<file path="config.mk">
export PLATFORM = sky130hd
export DESIGN_NAME = mult_mode_cfg_sequencer
export DESIGN_NICKNAME = d
export VERILOG_FILES = /design/src/rtl/mult_mode_cfg_pkg.sv /design/src/rtl/mult_mode_cfg_sequencer.sv
export SDC_FILE = /design/constraint.sdc
export NUM_CORES = 1
export LEC_CHECK = 0
export BUFFER_PORTS_ARGS = -buffer_cell sky130_fd_sc_hd__buf_4
export CAP_MARGIN = 20
export CORE_UTILIZATION = 30
export CTS_BUF_LIST = sky130_fd_sc_hd__clkbuf_4
export CTS_CLUSTER_SIZE = 14
export DETAILED_ROUTE_END_ITERATION = 16
export PLACE_DENSITY = 0.55
export SYNTH_ARGS = -nofsm -noshare
export SYNTH_HDL_FRONTEND = slang
export SYNTH_SLANG_ARGS = --single-unit
</file>
<file path="constraint.sdc">
create_clock -name clk -period 1.6 [get_ports clk]
set_input_delay 0.16 -clock clk [delete_from_list [all_inputs] [get_ports clk]]
set_output_delay 0.16 -clock clk [all_outputs]
set_load 0.02 [all_outputs]
</file>
<file path="src/rtl/mult_mode_cfg_pkg.sv">
// ---------------------------------------------------------------------------
// mult_mode_cfg_pkg
//
// Shared definitions for the multiplier-mode configuration chain sequencer:
//   - state_t                     : sequencer FSM states
//   - CHAIN_BITS_DEFAULT          : length of the 6-bit multiplier-mode chain
//   - *_BIT / *_LSB / *_MSB       : bit positions of each field inside the
//                                   6-bit chain image
//                                   {IS_RSTMULTMODE_INVERTED,
//                                    IS_MULTMODE_INVERTED[3:0],
//                                    MULTMODEREG}
// ---------------------------------------------------------------------------
package mult_mode_cfg_pkg;

    typedef enum logic [1:0] {
        IDLE   = 2'd0,
        LOAD   = 2'd1,
        VERIFY = 2'd2,
        DONE   = 2'd3
    } state_t;

    localparam int CHAIN_BITS_DEFAULT = 6;

    localparam int MULTMODEREG_BIT              = 0;
    localparam int IS_MULTMODE_INVERTED_LSB     = 1;
    localparam int IS_MULTMODE_INVERTED_MSB     = 4;
    localparam int IS_RSTMULTMODE_INVERTED_BIT  = 5;

endpackage : mult_mode_cfg_pkg

</file>
<file path="src/rtl/mult_mode_cfg_sequencer.sv">
// ---------------------------------------------------------------------------
// mult_mode_cfg_sequencer
//
// Serially loads a CHAIN_BITS-wide configuration image into a shift-register
// configuration chain, MSB first, and optionally reads it back to verify it.
//
// Optional feature (compile-time macro):
//   MULT_MODE_CFG_READBACK_EN - adds the VERIFY phase: the captured word is
//                               shifted through the chain a second time and
//                               the chain tail is compared bit by bit with the
//                               data being shifted in. Without it, error is
//                               only ever raised by abort.
//
// Ports:
//   clk                  in   rising-edge clock
//   rst_n                in   asynchronous active-low reset
//   start                in   load request, sampled only while idle
//   abort                in   synchronous cancel of a load/verify in progress
//   cfg_word             in   [CHAIN_BITS-1:0] image to load
//   configuration_input  out  registered serial data to the chain head
//   configuration_enable out  registered chain shift enable
//   cfg_chain_out        in   chain tail (last element's configuration_output)
//   busy                 out  high while loading or verifying
//   done                 out  one-cycle completion pulse
//   error                out  sticky failure flag, cleared by the next start
// ---------------------------------------------------------------------------
module mult_mode_cfg_sequencer
    import mult_mode_cfg_pkg::*;
#(
    parameter int CHAIN_BITS = CHAIN_BITS_DEFAULT
) (
    input  logic                  clk,
    input  logic                  rst_n,
    input  logic                  start,
    input  logic                  abort,
    input  logic [CHAIN_BITS-1:0] cfg_word,
    output logic                  configuration_input,
    output logic                  configuration_enable,
    input  logic                  cfg_chain_out,
    output logic                  busy,
    output logic                  done,
    output logic                  error
);

    localparam int              CW        = $clog2(CHAIN_BITS + 1);
    localparam logic [CW-1:0]   PHASE_LEN = CW'(CHAIN_BITS);
`ifdef MULT_MODE_CFG_READBACK_EN
    localparam logic [CW-1:0]   LAST_BIT  = CW'(CHAIN_BITS - 1);
`endif

    state_t                  state, state_nxt;
    logic [CHAIN_BITS-1:0]   shift_q, shift_nxt;
    logic [CW-1:0]           cnt_q, cnt_nxt;
    logic                    cin_nxt;
    logic                    cen_nxt;
    logic                    error_nxt;

`ifdef MULT_MODE_CFG_READBACK_EN
    // The count is 1..CHAIN_BITS exactly in the VERIFY cycles that present a
    // readback bit. The cycle with count 0 still carries the last LOAD bit,
    // whose chain tail holds stale contents, so it is excluded.
    logic mismatch;
    assign mismatch = configuration_enable && (cnt_q != '0) &&
                      (cfg_chain_out != configuration_input);
`else
    logic chain_out_unused;
    assign chain_out_unused = cfg_chain_out;
`endif

    assign busy = (state == LOAD) || (state == VERIFY);
    assign done = (state == DONE);

    // State, shift register, counter, serial outputs and error flag.
    always_ff @(posedge clk or negedge rst_n) begin
        if (!rst_n) begin
            state                <= IDLE;
            shift_q              <= '0;
            cnt_q                <= '0;
            configuration_input  <= 1'b0;
            configuration_enable <= 1'b0;
            error                <= 1'b0;
        end else begin
            state                <= state_nxt;
            shift_q              <= shift_nxt;
            cnt_q                <= cnt_nxt;
            configuration_input  <= cin_nxt;
            configuration_enable <= cen_nxt;
            error                <= error_nxt;
        end
    end

    // Next-state logic. Each shifting cycle emits the shift register MSB and
    // rotates it, so after a full phase the captured word is back in place
    // for the readback pass. With readback, LOAD hands over to VERIFY on the
    // edge that emits its last bit so the enable stays high for 2*CHAIN_BITS
    // consecutive cycles; a phase otherwise ends once the count reaches
    // CHAIN_BITS.
    always_comb begin
        state_nxt = state;
        shift_nxt = shift_q;
        cnt_nxt   = cnt_q;
        cin_nxt   = 1'b0;
        cen_nxt   = 1'b0;
        error_nxt = error;

        unique case (state)
            IDLE: begin
                if (start) begin
                    shift_nxt = cfg_word;
                    cnt_nxt   = '0;
                    error_nxt = 1'b0;
                    state_nxt = LOAD;
                end
            end

            LOAD: begin
                if (abort) begin
                    error_nxt = 1'b1;
                    state_nxt = IDLE;
                end else if (cnt_q == PHASE_LEN) begin
                    state_nxt = DONE;
                end else begin
                    cen_nxt   = 1'b1;
                    cin_nxt   = shift_q[CHAIN_BITS-1];
                    shift_nxt = {shift_q[CHAIN_BITS-2:0], shift_q[CHAIN_BITS-1]};
                    cnt_nxt   = cnt_q + 1'b1;
`ifdef MULT_MODE_CFG_READBACK_EN
                    if (cnt_q == LAST_BIT) begin
                        cnt_nxt   = '0;
                        state_nxt = VERIFY;
                    end
`endif
                end
            end

`ifdef MULT_MODE_CFG_READBACK_EN
            VERIFY: begin
                if (abort) begin
                    error_nxt = 1'b1;
                    state_nxt = IDLE;
                end else begin
                    if (mismatch) begin
                        error_nxt = 1'b1;
                    end
                    if (cnt_q == PHASE_LEN) begin
                        state_nxt = DONE;
                    end else begin
                        cen_nxt   = 1'b1;
                        cin_nxt   = shift_q[CHAIN_BITS-1];
                        shift_nxt = {shift_q[CHAIN_BITS-2:0], shift_q[CHAIN_BITS-1]};
                        cnt_nxt   = cnt_q + 1'b1;
                    end
                end
            end
`endif

            DONE: begin
                state_nxt = IDLE;
            end

            default: begin
                state_nxt = IDLE;
            end
        endcase
    end

endmodule : mult_mode_cfg_sequencer

</file>
## Word level (Yosys, flattened, before mapping)

Cells that the tools add are included.

- Register bits: 14
- Input bits: 11
- Output and inout port bits: 5
- Word-level logic and storage cells: 43

- Add/subtract/negate cells: 1
- Eq/ne operators: 9
- Multiplexer cells: 21
- Reduce and logical (&&, ||, !) cells: 6

Operator list:

| operator | count |
|---|---|
| 2-to-1 mux 6 bit | 3 |
| case mux 6 bit (2 select lines) | 1 |
| 2-to-1 mux 3 bit | 3 |
| 2-to-1 mux 1 bit | 8 |
| inequality test 2 bit (second input constant) | 4 |
| 2-to-1 mux 2 bit | 3 |
| case mux 3 bit (2 select lines) | 1 |
| == test 2 bit (second input constant) | 2 |
| case mux 2 bit (2 select lines) | 1 |
| AND reduction 4 bit | 1 |
| adder 3 x 1 -> 3 bit (second input constant) | 1 |
| == test 3 bit (second input constant) | 1 |
| inequality test 3 x 2 -> 1 bit (second input constant) | 1 |
| AND reduction 3 bit | 1 |
| == test 2 x 1 -> 1 bit (second input constant) | 1 |
| zero test 2 bit | 1 |
| case mux 1 bit (2 select lines) | 1 |
| AND reduction 2 bit | 1 |
| nonzero test 2 bit | 1 |
| logical OR 1 bit | 1 |

## Depth between registers and ports, before layout

- Depth in word-level cells: 4
- Gate-level depth with buffers: 6
- Depth with buffers taken out: 6

## Least setup slack after synthesis

OpenSTA, ideal clock, no wires.

- Path kind: flip-flop to flip-flop
- From: register state[0]
- To: register cnt_q[1]
- Library setup time: 125 ps
- Arrival time: 1507 ps
- Required time: 1475 ps
- Path slack: -32 ps
- Cell stages (with the launch flop): 7
- Path buffers: 0
- Period minus slack after synthesis: 1632 ps
- Cells stage by stage: dfrtp_1 inv_1 ha_1 nor2b_4 o21ai_4 a31oi_4 mux2_4

- Cells in the longest elaborated chain, start to end: 3
- Elaborated cells on any way between the ends: 8
- Those cells by class: eq/ne: 4; mux: 1; reduce/logical: 3

RTL lines:

| element | line | source |
|---|---|---|
| start, declared | mult_mode_cfg_sequencer.sv:51 | `state_t state, state_nxt;` |
| start signal, assigned | mult_mode_cfg_sequencer.sv:83 | `state <= state_nxt;` |
| == test 2 x 1 -> 1 bit or zero test 2 bit (tied branches) | mult_mode_cfg_sequencer.sv:106 | `unique case (state)` |
| inequality test 2 bit (no source line) or nonzero test 2 bit (tied branches) | -- |  |
| AND reduction 4 bit (no source line) | -- |  |
| end signal, assigned | mult_mode_cfg_sequencer.sv:85 | `cnt_q <= cnt_nxt;` |
| end, declared | mult_mode_cfg_sequencer.sv:53 | `logic [CW-1:0] cnt_q, cnt_nxt;` |

Parallel ways exist; a longest one is shown, timed or not.
A chain may end at the register's enable or synchronous reset.

## Worst setup path in the final report

Ends and elaborated chain as after synthesis.

==> metrics.yaml <==
outcome:
  outcome: "finished, final reports clean"
floorplanning:
  chipWidth_um: 53.7
  fp.coreArea_mm2: 0.00250
  die_h_um: 53.7
  start_util_pct: 32.1
  rows: 18
  ioPinCount: 16
  dieArea_mm2: 0.00288
setup_path:
  timing.rr.start: "state[0]"
  critPathKind: "register to register"
  rrSetupSlack_ps: 4
  worst-r2r-cell-count: 7
  critPathLaunchType: "register"
  worstReg2RegEnd: "cnt_q[1]"
  critPathRequiredTime_ps: 1790
  cp.arrival_ps: 1780
  setup.worst_path.end_class: "register"
  cpLargestDelayFamily: "flip-flops"
  crit_path_cell_trace: "inv_2, ha_4, buf_4, nand2b_4, o21ai_4, a31oi_4, mux2_4"
  critical_path.slowest_cell: "dfrtp_1"
  path_max_fanout: 6
  cp.buffers_inverters: 2
  cpPeakStageDelay_ps: 440
drt:
  wl_per_cell_um: 12.1
  wl_um: 1670
  drt_pass1_iterations: 2
  routed_via_density: 4.82
  drc_errors: 0
  drt_iter0_markers: 14
  ant_nets: 0
  vias: 665
clock_network:
  cts_buffers: 3
  cts_tree: "built"
  clk_latency_ps: 290
  clk_pin_slew_ps: 90
  clock-root-buffer: "clkbuf_4"
  cts_sinks: 14
  cts_max_level: 1
  clk_path_buf_depth: 2
timing:
  fin_crit_ps: 1600
  worst_slack_ps: 4.33
  clock.fmax_ghz: 0.627
  slew_violations: 0
  tightestPinTransition_ps: 312
  rsz0062_at_grt: "yes"
  setup_violations: 0
  slew_headroom_pct: 79.1
  finalSetupTns_ps: 0
  min_period_over_period_pct: 99.7
  finalClockSkew_ps: 5.99
  hold_viol_final: 0
cells_and_area:
  seq_area_um2: 350
  multiInputGateArea_um2: 462
  nets: 126
  nFillCells: 235
  drive_gt1_share_pct: 47.2
  synthToLayoutAreaGrowth_pct: 44.6
  n_antenna_cell: 0
  layout.cells.non_filler: 138
  final_area_mm2: 0.00116
job:
  drv_cap: 0
place:
  dpl.cell_count: 126
  placed_cell_area_mm2: 0.00103
  port_buffers: 14
  globalplace.congestion: 0.815
  hpwlAfterDp_um: 1240
  pre_cts_slack_ps: -56.1
synthesis:
  synth_async_sr_flop_share_pct: 100
  synth_edf_count: 0
  ys_seq_area_share_pct: 43.7
  yosysTopAreaCellShare_pct: 43.7
  ys_types: 24
  syn_inst: 71
  synth.area.top_cells: "dfrtp_1, ha_1, a221o_1, o22ai_1, nand2_1"
  synth_nets: 88
  yosysMostFrequentCell: "dfrtp_1"
  synth_flop_cell: "dfrtp_1"
  ys_warn_count: 0
  netlist_area_um2: 802
  synth.avg_cell_area_um2: 11.3
  synth_commonest_cells: "dfrtp_1, nand2_1, o22ai_1"
  ys_ff_latch: 14
  synth_area_leader_cell: "dfrtp_1"
global_routing:
  grtUsageTotal_pct: 14.6
  grt_max_degree: 15
  grt-ovfl-total: 0
  grt_pass1_wl_um: 2870
  grt_pass1_vias: 617
  antenna_found_initial: 0
power_and_ir_drop:
  p_per_area_mw_per_mm2: 1890
  ir_drop_v: 0.00107
  power.leakage_nw: 0.540
hold_path:
  hp-start: "cfg_word[5]"
  hold_path_end: "shift_q[5]"
  min_path_type: "input port to register"
  hold_path_depth: 2
what timing repair did:
action,4_1_cts,5_1_grt
setup endpoints to repair,7,7
resized for setup,4,4
buffers inserted,4,3
endpoints found under the hold margin,14,0
hold buffers,1,0
cloned,0,0
pin swaps,4,7
cells in the final DEF, fill, tap and decap left out, types with 2 or more instances in the layout:
master and instances:
clkbuf_4 3, o22ai_1 6, ha_4 2, a21oi_1 4
inv_2 2, dfrtp_1 14, nor2_1 2, buf_4 31
buf_6 2, ha_1 4, nand2_2 2, nor2b_4 2
nand2b_1 2, nand2_1 8, inv_1 3, a221o_1 6
state kept, by name (all words and copies together) (netlist names):
name,count
error,1
shift_q,6
cnt_q,3
configuration_input,1
configuration_enable,1
state,2
routing by layer:
layer	vias to the layer above	wire length [um]	global-route usage, %
met5	-	0	0
met4	0	49	3.95
met3	4	64	5.93
met2	13	773	22.0
met1	306	781	19.0
li1	342	-	-
logic make-up after synthesis:
kind of cell | Yosys count | share of synthesized area, %
AOI/OAI and AO/OA | 24 | 26.5
adders and majority gates | 6 | 9.36
buffers and inverters | 6 | 2.96
DFF | 14 | 43.7
muxes | 1 | 1.87
and+or+nand+nor | 20 | 15.6
worst max-delay path by stage:
| stage | startpoint | cells past startpoint | endpoint |
|---|---|---|---|
| after detailed placement | state[1] | 6 | cnt_q[1] |
| after global placement | state[1] | 6 | cnt_q[1] |
| final | state[0] | 7 | cnt_q[1] |
| after floorplan | state[0] | 6 | cnt_q[1] |
| after CTS | state[0] | 6 | shift_q[1] |
| after global routing | state[0] | 6 | shift_q[1] |
power by group:
group,leakage [nW],total (W),switching [W],internal [W]
Combinational,0.345,0.00136,0.000616,0.000743
Sequential,0.179,0.000614,0.000114,0.000499
Clock,0.0154,0.000215,0.000124,0.0000909
Total,0.540,0.00219,0.000854,0.00133
area by class of cell:
type	instances	share of cell area (%)
Multi-Input combinational cell	51	39.8
Sequential cell	14	30.2
Timing Repair Buffer	34	22.9
Tap cell	30	3.24
Clock buffer	3	1.94
Inverter	5	1.62
Clock inverter	1	0.324
metrics by stage:
| stage | hold WS [ps] | power (W) | utilization [%] |
|---|---|---|---|
| floorplan | -136 | 0.00139 | - |
| global placement | 24.4 | 0.00174 | 41.4 |
| detailed placement | 22.7 | 0.00175 | 41.4 |
| CTS | 96.5 | 0.00209 | 44.8 |
| global route | 76.5 | 0.00238 | 46.4 |
| finish | 91.0 | 0.00219 | 46.4 |
worst register-to-register path: stages, from the launching register on:
cell	delay [ps]
dfrtp_1	440
inv_2	70
ha_4	160
buf_4	140
nand2b_4	90
o21ai_4	110
a31oi_4	170
mux2_4	310
(Power assumes the default switching activity.)
